--- config.mk ---
export PLATFORM = sky130hd
export DESIGN_NAME = alu_cmd_issue
export DESIGN_NICKNAME = d
export VERILOG_FILES = /design/src/rtl/alu_cmd_issue.sv
export SDC_FILE = /design/constraint.sdc
export NUM_CORES = 1
export LEC_CHECK = 0
export CAP_MARGIN = 20
export CORE_ASPECT_RATIO = 1.2
export CORE_MARGIN = 2
export CORE_UTILIZATION = 51
export DETAILED_ROUTE_END_ITERATION = 10
export GPL_TIMING_DRIVEN = 0
export HOLD_SLACK_MARGIN = 0.12
export PLACE_DENSITY = 0.77
export REMOVE_ABC_BUFFERS = 1
export SLEW_MARGIN = 5
export SYNTH_ARGS = -nofsm -noshare
export SYNTH_HDL_FRONTEND = slang
export SYNTH_SLANG_ARGS = --single-unit
--- constraint.sdc ---
create_clock -name clk -period 3.5 [get_ports clk]
set_input_delay 0.7 -clock clk [delete_from_list [all_inputs] [get_ports clk]]
set_output_delay 0.7 -clock clk [all_outputs]
set_load 0.03 [all_outputs]
--- src/rtl/alu_cmd_issue.sv ---
// Command-issue stage in front of the 4-bit ALU: command FIFO, carry flag owner,
// carry-hazard hold, illegal-opcode filter and lost-response watchdog.
module alu_cmd_issue #(
  parameter int DEPTH   = 4,
  parameter int TIMEOUT = 8
) (
  input  logic       clk,
  input  logic       reset,
  input  logic       cmd_valid,
  output logic       cmd_ready,
  input  logic [3:0] cmd_a,
  input  logic [3:0] cmd_b,
  input  logic [3:0] cmd_ctl,
  input  logic       flag_clr,
  output logic       valid_in,
  output logic [3:0] a,
  output logic [3:0] b,
  output logic       cin,
  output logic [3:0] ctl,
  input  logic       alu_valid_out,
  input  logic       alu_carry,
  output logic       carry_flag,
  output logic       busy,
  output logic       illegal_err,
  output logic       timeout_err
);

  localparam int PW = $clog2(DEPTH);
  localparam logic [PW:0] FULL = (PW+1)'(DEPTH);
  localparam logic [PW:0] ONE  = (PW+1)'(1);

  typedef enum logic [1:0] {IDLE, ISSUE, HOLD} state_t;
  typedef struct packed {
    logic [3:0] a;
    logic [3:0] b;
    logic [3:0] ctl;
  } cmd_t;

  cmd_t          mem [DEPTH];
  logic [PW-1:0] wr_ptr, rd_ptr;
  logic [PW:0]   count;
  logic [3:0]    outstanding;
  logic [7:0]    wd_cnt, wd_inc;
  state_t        state, state_nxt;
  cmd_t          head;
  logic          push, pop, do_issue, do_illegal;
  logic          head_carry, head_illegal, ret, wd_fire;

  assign cmd_ready    = (count < FULL);
  assign push         = cmd_valid && cmd_ready;
  assign head         = mem[rd_ptr];
  assign head_illegal = (head.ctl[3:1] == 3'b111);
  assign head_carry   = head.ctl inside {4'b0100, 4'b0110, 4'b1100, 4'b1101};
  assign ret          = alu_valid_out && (outstanding != 4'd0);
  assign busy         = (count != '0) || (outstanding != 4'd0);
  assign wd_inc       = wd_cnt + 8'd1;
  assign wd_fire      = (outstanding != 4'd0) && !alu_valid_out && (wd_inc == 8'(TIMEOUT));

  always_comb begin
    // NOTE: every output of this block gets a default first so no latch is inferred.
    state_nxt  = state;
    pop        = 1'b0;
    do_issue   = 1'b0;
    do_illegal = 1'b0;
    case (state)
      IDLE: if (push || count != '0) state_nxt = ISSUE;
      ISSUE: begin
        if (count == '0) begin
          state_nxt = IDLE;
        end else if (head_illegal) begin
          pop        = 1'b1;
          do_illegal = 1'b1;
        end else if (head_carry && outstanding != 4'd0) begin
          state_nxt = HOLD;
        end else if (outstanding != 4'hF) begin
          pop      = 1'b1;
          do_issue = 1'b1;
        end
        if (pop && count == ONE && !push) state_nxt = IDLE;
      end
      // The bubble after outstanding hits 0 lets cin come from the updated register.
      HOLD: if (outstanding == 4'd0) state_nxt = ISSUE;
      default: state_nxt = IDLE;
    endcase
  end

  // NOTE: storage array is deliberately not reset; count/pointers define validity.
  always_ff @(posedge clk) begin
    if (push) mem[wr_ptr] <= '{a: cmd_a, b: cmd_b, ctl: cmd_ctl};
  end

  // NOTE: all state updates use non-blocking assignments so every register sees pre-edge values.
  always_ff @(posedge clk) begin
    if (reset) begin
      state       <= IDLE;
      wr_ptr      <= '0;
      rd_ptr      <= '0;
      count       <= '0;
      outstanding <= 4'd0;
      wd_cnt      <= 8'd0;
      carry_flag  <= 1'b0;
      valid_in    <= 1'b0;
      a           <= 4'd0;
      b           <= 4'd0;
      ctl         <= 4'd0;
      cin         <= 1'b0;
      illegal_err <= 1'b0;
      timeout_err <= 1'b0;
    end else begin
      state       <= state_nxt;
      valid_in    <= do_issue;
      illegal_err <= do_illegal;
      timeout_err <= wd_fire;

      if (push) wr_ptr <= wr_ptr + 1'b1;
      if (pop)  rd_ptr <= rd_ptr + 1'b1;
      if (push && !pop)      count <= count + 1'b1;
      else if (!push && pop) count <= count - 1'b1;

      if (do_issue) begin
        a   <= head.a;
        b   <= head.b;
        ctl <= head.ctl;
        cin <= carry_flag;
      end

      if (flag_clr) carry_flag <= 1'b0;
      else if (ret) carry_flag <= alu_carry;

      // A timeout abandons everything in flight, but an op issued on that same edge is still live.
      if (wd_fire)                outstanding <= {3'b000, do_issue};
      else if (do_issue && !ret)  outstanding <= outstanding + 4'd1;
      else if (!do_issue && ret)  outstanding <= outstanding - 4'd1;

      if (outstanding == 4'd0 || alu_valid_out || wd_fire) wd_cnt <= 8'd0;
      else                                                 wd_cnt <= wd_inc;
    end
  end

endmodule

# [Yosys cells after proc, flatten, opt, wreduce, memory -nomap -nowiden]
# Memories as Yosys holds them, arrays and structs flattened. A register that Yosys moved wholly into a read port is not among the register bits.
# Cells that the tools add are included.
[op_classes] reduce_logical=34 order_cmp=1 bitwise_logic=1 muxes=26 eq_ne=14 n_addsub=7
[op_table] operator="2-bit 2-to-1 mux" count=8
[op_table] operator="1-bit 2-to-1 mux" count=13
[op_table] operator="4-bit != test, second input constant" count=3
[op_table] operator="1-bit logical AND" count=11
[op_table] operator="8-bit by 1-bit adder with 8-bit output, second input constant" count=1
[op_table] operator="4-bit by 3-bit == test with 1-bit output, second input constant" count=2
[op_table] operator="4-bit == test, second input constant" count=2
[op_table] operator="8-bit by 4-bit == test with 1-bit output, second input constant" count=1
[op_table] operator="4-bit 2-to-1 mux" count=2
[op_table] operator="4-bit nonzero test" count=2
[op_table] operator="3-bit 2-to-1 mux" count=2
[op_table] operator="2-bit case mux with 3 select lines" count=1
[op_table] operator="3-bit nonzero test" count=2
[op_table] operator="2-bit OR reduction" count=3
[op_table] operator="1-bit zero test" count=5
[op_table] operator="2-bit by 1-bit adder with 2-bit output, second input constant" count=2
[op_table] operator="4-bit by 1-bit adder with 4-bit output, second input constant" count=1
[op_table] operator="4-bit zero test" count=1
[op_table] operator="1-bit logical OR" count=4
[op_table] operator="2-bit != test, second input constant" count=2
[op_table] operator="4-bit AND reduction" count=1
[op_table] operator="2-bit nonzero test" count=2
[op_table] operator="4-bit by 1-bit subtractor with 4-bit output, second input constant" count=1
[op_table] operator="3-bit by 1-bit adder with 3-bit output, second input constant" count=1
[op_table] operator="10 further kinds" count=10
[word_totals] regBits=38 n_memories=1 inputBits=18 ramBits=48 output_inout_bits=19 wordCells=99
[mem_list] memory="mem" depth=4 width=12 read_ports=1 rd_clocked_by_memory_dff=1 wr=1 line="39" rtl="cmd_t mem [DEPTH];"

# [Longest topological paths before layout]
# Gate-level depths: netlist of run 1.
[depth] word_depth=12 ltp_mapped=15

# [Worst setup path before layout of run 1]
# Ideal clock, no wire load.
[synth_path] kind="register -> register" start="reg (tool-made name)" end="reg outstanding[3]" path_stages_with_launch=15 t_arrival_ns=3.403 slack_ns=0.002 path_buffers=2 t_required_ns=3.405 cell_sequence="dfxtp_1 buf_6 mux4_2 and2b_4 o311ai_4 buf_8 inv_1 ha_1 inv_1 ha_1 a21o_1 a21oi_1 xnor2_1 or3_1 a221oi_1"
[synth_lines] item="end signal, assigned" line="131" rtl="if (wd_fire) outstanding <= {3'b000, do_issue};"
[synth_lines] item="end signal, assigned" line="132" rtl="else if (do_issue && !ret) outstanding <= outstanding + 4'd1;"
[synth_lines] item="end signal, assigned" line="133" rtl="else if (!do_issue && ret) outstanding <= outstanding - 4'd1;"
[synth_lines] item="end, declared" line="42" rtl="logic [3:0] outstanding;"

==> key figures, run 1 <==
GRT
  – Number of global-route vias before repair: 2,266
  – Initial antenna violation count: 0
  – GR Overflow Total: 0
  – First-pass GRT wire length: 10.45 mm
  – Maximum number of pins on one net before global-route repair: 29
  – GR Util All Layers: 0.1736

Yosys
  – Mapped Cells: 275
  – Main area contributors after synthesis: edfxtp_1, dfxtp_1, mux4_1
  – Main synth FF type: edfxtp_1
  – Yosys warns: 0
  – Seq/Total Area, Yosys: 0.5969
  – Post-synth ARST share: 0
  – Synthesized cell area: 3756 um^2
  – Leading area contributor after synthesis: edfxtp_1
  – Avg Cell Area, Syn: 13.66 um^2
  – Number of enable flip-flop cells after synthesis: 48
  – Share of the synthesized area in the top cell type: 0.3837
  – Synth cell types: 46
  – #FFs+latches synth: 88

Clock network
  – Worst-path clk slew: 90 ps
  – Total CTS buffers: 9
  – H-Tree Depth: 3
  – Latest clock arrival within the worst-skew pair: 360 ps
  – Clk root buf: clkbuf_8
  – TritonCTS clock tree: done
  – Hold buffer count at CTS: 0
  – # clock sinks: 88
  – Clk buf depth: 2

Die
  – Die ar.: 8070 um^2
  – # IOs: 37
  – Die height: 98.01 um
  – Core area: 7189 um^2
  – Die width: 82.34 um
  – # rows: 34
  – Initial Utilization: 0.5225

Timing
  – # setup viols final: 0
  – Slew Limit Fails: 0
  – Final Hold Vio Count: 0
  – RSZ-0062 raised after global routing: no
  – Min Hold Slack: 502.5 ps
  – Max-slew headroom at the worst pin: 0.5704
  – Tmin final: 3199 ps
  – Tcrit/Tclk final: 0.9141
  – Layout Skew: 15.02 ps
  – Worst-Margin Slew: 643.0 ps
  – Setup TNS: 0 ps
  – Max Freq: 312.6 MHz

Outcome
  – Status: finished, final reports clean

Min path
  – Hold crit path type: flop to flop
  – Hold path cells: 2
  – Worst Hold Endpoint: a[0]$_SDFFE_PP0P_
  – Hold Crit Start: a[0]$_SDFFE_PP0P_

Worst setup path
  – Kind of critical path: flop to flop
  – Worst endpoint required time: 3760 ps
  – Worst setup EP type: flop
  – Crit Path Max Fanout: 5
  – Reg2Reg Depth: 13
  – Worst EP arrival: 3460 ps
  – R2R Setup Slk: 300 ps
  – Crit path launch type: flop
  – Crit Reg-Reg Endpoint: outstanding[3]$_SDFFE_PP0P_

Power and ir drop
  – Lkg Pwr: 1.671 nW
  – Power Internal: 2.114 mW
  – Net Sw Frac: 0.3548
  – Clk pwr share: 0.206
  – PnR Total Power: 3.276 mW
  – Maximum VDD drop: 518.8 uV
  – Power Dens Cells: 741.6 nW/um^2
  – Combinational group share of total power: 0.370
  – Sw power: 1.163 mW
  – Reg power frac: 0.424

Layout
  – Final core occ: 0.6145
  – Ant diodes: 0
  – Nets: 354
  – Multi-input combinational cell area: 1413 um^2
  – Layout Cells excl Fill: 415
  – FILL cells: 571
  – Sequential cell area: 2247 um^2
  – Share of post-route cells with drive strength above 1: 0.1015
  – Layout area overhead: 17.62%

Place
  – Placer Congestion: 0.8242
  – Hpwl dp: 4.214 mm
  – Total placed cells including tap cells: 394
  – Input/output buffers: 36

Route
  – Via density: 5.412
  – Iteration-0 DRC Markers: 86
  – Remaining DRCs: 0
  – DRT antenna net count: 0
  – Post-DR wirelength/cell: 15.36 um
  – WL final: 6.375 mm
  – DR pass1 iterations: 4
  – Routed vias: 2,246

Run
  – Max cap viols: 0
how the worst max path moves through the flow:
stage,end,slack [ps],cells after the start
after floorplan,outstanding[3]$_SDFFE_PP0P_,-400,12
after global placement,outstanding[3]$_SDFFE_PP0P_,-1030,12
after detailed placement,outstanding[3]$_SDFFE_PP0P_,-1100,12
after CTS,outstanding[3]$_SDFFE_PP0P_,130,12
after global routing,outstanding[3]$_SDFFE_PP0P_,70,13
final,outstanding[3]$_SDFFE_PP0P_,300,13
registers in the layout, indices dropped and copies added (netlist names), 2 cells and up, named ones only:
signal	cells
mem	48
wd_cnt	8
a	4
b	4
ctl	4
outstanding	4
count	3
rd_ptr	2
state	2
wr_ptr	2
power groups by stage:
stage          combinational (mW)  clock (mW)  sequential (mW)
5_1_grt                      1.35       0.740             1.42
6_report                     1.21       0.674             1.39
2_1_floorplan               0.794           0             1.46
3_3_place_gp                 1.12           0             1.42
3_5_place_dp                 1.15           0             1.43
4_1_cts                      1.21       0.691             1.39
cell type report:
class	count	share of cell area
clock buffer	9	0.02804
clock inverter	7	0.01614
inverter	12	0.01020
multi-input combinational	168	0.3197
sequential	88	0.5086
tap	90	0.02549
timing repair buffer	41	0.09176
cells in the mapped netlist (all sizes together) (2+ instances only):
library cell	instances
a211oi	2
a21oi	8
and2	5
and3	4
buf	5
clkbuf	2
dfxtp	40
edfxtp	48
ha	15
inv	12
mux2i	16
mux4	12
nand2	9
nand3	7
nand4	2
nor2	35
nor2b	3
nor3	5
o21ai	3
or2	2
or3	3
or4	4
xnor2	9
xor2	5
layout by cell type, fill, tap and decap left out, types with 2 or more instances in the layout:
master	n
mux4_2	3
clkbuf_8	9
a21oi_1	7
and3_1	4
xnor2_1	9
dfxtp_1	38
ha_1	14
edfxtp_1	48
mux2i_1	16
or3_1	3
nand4_1	2
or4_1	4
nor2_1	35
and2_1	5
o21ai_0	3
nor3_1	5
nand3_1	7
or2_2	2
clkdlybuf4s50_1	36
nand2_1	9
a211oi_1	2
buf_4	4
xor2_1	5
mux4_1	9
nor2b_1	3
inv_6	4
inv_1	11
per-layer routing:
layer	vias up	GRT usage	wire (um)
met3	9	0.03697	199
met2	44	0.3027	3443
met1	1082	0.2019	2628
met4	0	0.07179	103
li1	1111	-	-
met5	-	0	0
repair_timing:
item / in CTS / in global routing
setup buffers: 4 / 0
setup endpoints to repair: 4 / 1
resized for setup: 4 / 4
endpoints found under the hold margin: 0 / 0
pin swaps: 1 / 0
logic make-up (layout without fill, tap and decap cells):
group / Yosys count / in the layout / synth area share
simple gates: 85 / 85 / 0.1126
buf+inv: 19 / 69 / 0.02665
fa+ha+maj: 16 / 16 / 0.05530
flops: 88 / 88 / 0.5969
compound gates: 25 / 25 / 0.05030
xor+xnor: 14 / 14 / 0.03265
mux: 28 / 28 / 0.1256
critical path, cell delays in order (launching register included):
cell and delay [ps]:
dfxtp_4 390, buf_4 120, mux4_2 500, and2b_4 200, o311ai_4 310, inv_1 80
ha_2 220, inv_2 80, ha_1 220, a21o_1 190, a21oi_2 140, xnor2_1 90
or3_1 310, a221oi_1 260
through the flow:
step / instance area, um^2 / worst slack (ps)
global placement: 4174 / -1025
detailed placement: 4174 / -1102
CTS: 4400 / 131.7
finish: 4418 / 300.5
global route: 4418 / 67.30
floorplan: 3701 / -404.4
Note: power is estimated with default switching activity, not from simulation.
==> run 2, diff against run 1 <==
--- a/config.mk
+++ b/config.mk
@@ -18,3 +18,4 @@
 export SYNTH_ARGS = -nofsm -noshare
 export SYNTH_HDL_FRONTEND = slang
 export SYNTH_SLANG_ARGS = --single-unit
+export TNS_END_PERCENT = 1
==> results of run 2 <==
The final DEF is identical to that of run 1; final timing and power are the same.
==> run 3, diff against run 2 <==
--- a/config.mk
+++ b/config.mk
@@ -10,7 +10,6 @@
 export CORE_MARGIN = 2
 export CORE_UTILIZATION = 51
 export DETAILED_ROUTE_END_ITERATION = 10
-export GPL_TIMING_DRIVEN = 0
 export HOLD_SLACK_MARGIN = 0.12
 export PLACE_DENSITY = 0.77
 export REMOVE_ABC_BUFFERS = 1
==> key figures, run 3 (synthesis gave the netlist of run 1 again) <==
Timing
  – RSZ-0062 raised after global routing: no
  – Layout Skew: 10.98 ps
  – # setup viols final: 0
  – Setup TNS: 0 ps
  – Tmin final: 3287 ps
  – Worst-Margin Slew: 686.9 ps
  – Final Hold Vio Count: 0
  – Max-slew headroom at the worst pin: 0.5411
  – Slew Limit Fails: 0
  – Max Freq: 304.2 MHz
  – Tcrit/Tclk final: 0.9393

Worst setup path
  – Buf/Inv on CP: 2
  – CP delay by family, top: compound AO/OA/AOI/OAI gates
  – Crit path launch type: flop
  – Worst-path cell chain: mux4_2 > and2_1 > o311ai_4 > inv_1 > ha_1 > inv_1 > ha_1 > a21o_1 > a21oi_1 > xnor2_1 > or3_1 > a221oi_2
  – Kind of critical path: flop to flop
  – Worst EP arrival: 3560 ps
  – Crit Reg-Reg Endpoint: outstanding[3]$_SDFFE_PP0P_
  – Reg2Reg Depth: 12
  – Worst path max stage delay: 540 ps
  – R2R Setup Slk: 210 ps
  – Worst Setup EP: outstanding[3]$_SDFFE_PP0P_
  – Number of stages on the worst setup path: 12
  – Slowest cell on crit path: mux4_2
  – Worst setup EP type: flop
  – Crit Path Max Fanout: 5
  – Worst endpoint required time: 3770 ps

Route
  – Via density: 5.589
  – DR pass1 iterations: 5
  – Remaining DRCs: 0
  – Iteration-0 DRC Markers: 97
  – Post-DR wirelength/cell: 15.62 um
  – DRT antenna net count: 0
  – WL final: 6.466 mm
  – Routed vias: 2,314

Clock network
  – Worst-path clk slew: 90 ps
  – H-Tree Depth: 3
  – TritonCTS clock tree: done
  – Clk root buf: clkbuf_8
  – Total CTS buffers: 9
  – Resized Gates After CTS: 0
  – Latest clock arrival within the worst-skew pair: 350 ps
  – Hold buffer count at CTS: 0
  – Post CTS Setup Buffer Count: 0
  – Clk buf depth: 2
  – # clock sinks: 88

Die
  – # rows: 34
  – # IOs: 37
  – Initial Utilization: 0.5225
  – Core area: 7189 um^2
  – Die ar.: 8070 um^2
  – Die width: 82.34 um
  – Die height: 98.01 um

Place
  – Hpwl dp: 4.618 mm
  – Placer Congestion: 0.8085
  – Total placed cells including tap cells: 398
  – DP Area: 4204 um^2
  – Input/output buffers: 36

Layout
  – Nets: 353
  – Design area: 4392 um^2
  – Largest registers: mem x48, wd_cnt x8
  – Top reg by flops: mem
  – Commonest non-fill, non-tap cell in the layout: edfxtp_1
  – Layout area overhead: 16.92%
  – Largest register FFs: 48
  – Layout Cells excl Fill: 414
  – Commonest non-fill, non-tap cells in the layout: edfxtp_1, dfxtp_1, clkdlybuf4s50_1
  – FILL cells: 569
  – Share of post-route cells with drive strength above 1: 0.08951
  – Ant diodes: 0

GRT
  – Maximum number of pins on one net before global-route repair: 28
  – First-pass GRT wire length: 10.45 mm
  – GR Util met1: 0.2129
  – GR Util All Layers: 0.1751
  – GR Overflow Total: 0
  – Gr busiest metal: met2
  – Initial antenna violation count: 0
  – Number of global-route vias before repair: 2,248
  – Met2 GRT Util: 0.2891
  – Met3 global-route usage: 0.04067

Run
  – Max cap viols: 0

Outcome
  – Status: finished, final reports clean

Power and ir drop
  – Power Dens Cells: 744.0 nW/um^2
  – Lkg Pwr: 1.654 nW
  – Maximum VDD drop: 552.7 uV

Min path
  – Hold crit path type: flop to flop
-- run 3: how the worst min path moves through the flow --
| stage | from | end | slack, ps | depth (start not counted) |
|---|---|---|---|---|
| CTS | wd_cnt[0]$_SDFF_PP0_ | wd_cnt[0]$_SDFF_PP0_ | 480 | 1 |
| global placement | wd_cnt[0]$_SDFF_PP0_ | wd_cnt[0]$_SDFF_PP0_ | 450 | 1 |
| floorplan | wd_cnt[0]$_SDFF_PP0_ | wd_cnt[0]$_SDFF_PP0_ | 430 | 1 |
| detailed placement | wd_cnt[0]$_SDFF_PP0_ | wd_cnt[0]$_SDFF_PP0_ | 460 | 1 |
| finish | wd_cnt[0]$_SDFF_PP0_ | wd_cnt[0]$_SDFF_PP0_ | 480 | 1 |
| global route | wd_cnt[0]$_SDFF_PP0_ | wd_cnt[0]$_SDFF_PP0_ | 520 | 1 |
-- run 3: where the power goes --
group | switching (mW) | internal, mW
registers | 0.121 | 1.27
logic | 0.672 | 0.555
clock network | 0.379 | 0.271
-- run 3: cell type report --
cell class | instances | area (um^2) | area share
clock buffer | 9 | 123.9 | 0.02821
clock inverter | 7 | 61.31 | 0.01396
inverter | 12 | 45.04 | 0.01026
multi-input combinational | 168 | 1413 | 0.3217
sequential | 88 | 2246 | 0.5114
tap | 90 | 112.6 | 0.02564
timing repair buffer | 40 | 390.4 | 0.08889
-- run 3: worst register-to-register path: stages (launching register included) --
cell and delay (ps):
dfxtp_4 390, mux4_2 540, and2_1 220, o311ai_4 300
inv_1 70, ha_1 240, inv_1 120, ha_1 240
a21o_1 190, a21oi_1 200, xnor2_1 100, or3_1 340
a221oi_2 240
-- run 3: routing by layer --
metal,wire (um),part of all wire
met1,2678,0.41
met5,0,0
met4,121,0.019
met3,304,0.047
met2,3361,0.52
-- run 3: per-stage QoR --
step	hold slack (ps)	power, mW	setup WS (ps)	utilization
after floorplan	433.4	2.256	-404.4	-
after global placement	450.0	2.557	251.1	0.5848
after detailed placement	456.0	2.621	71.32	0.5848
after CTS	477.6	3.276	6.511	0.6105
after global routing	521.1	3.468	36.24	0.6109
final	480.5	3.268	212.6	0.6109
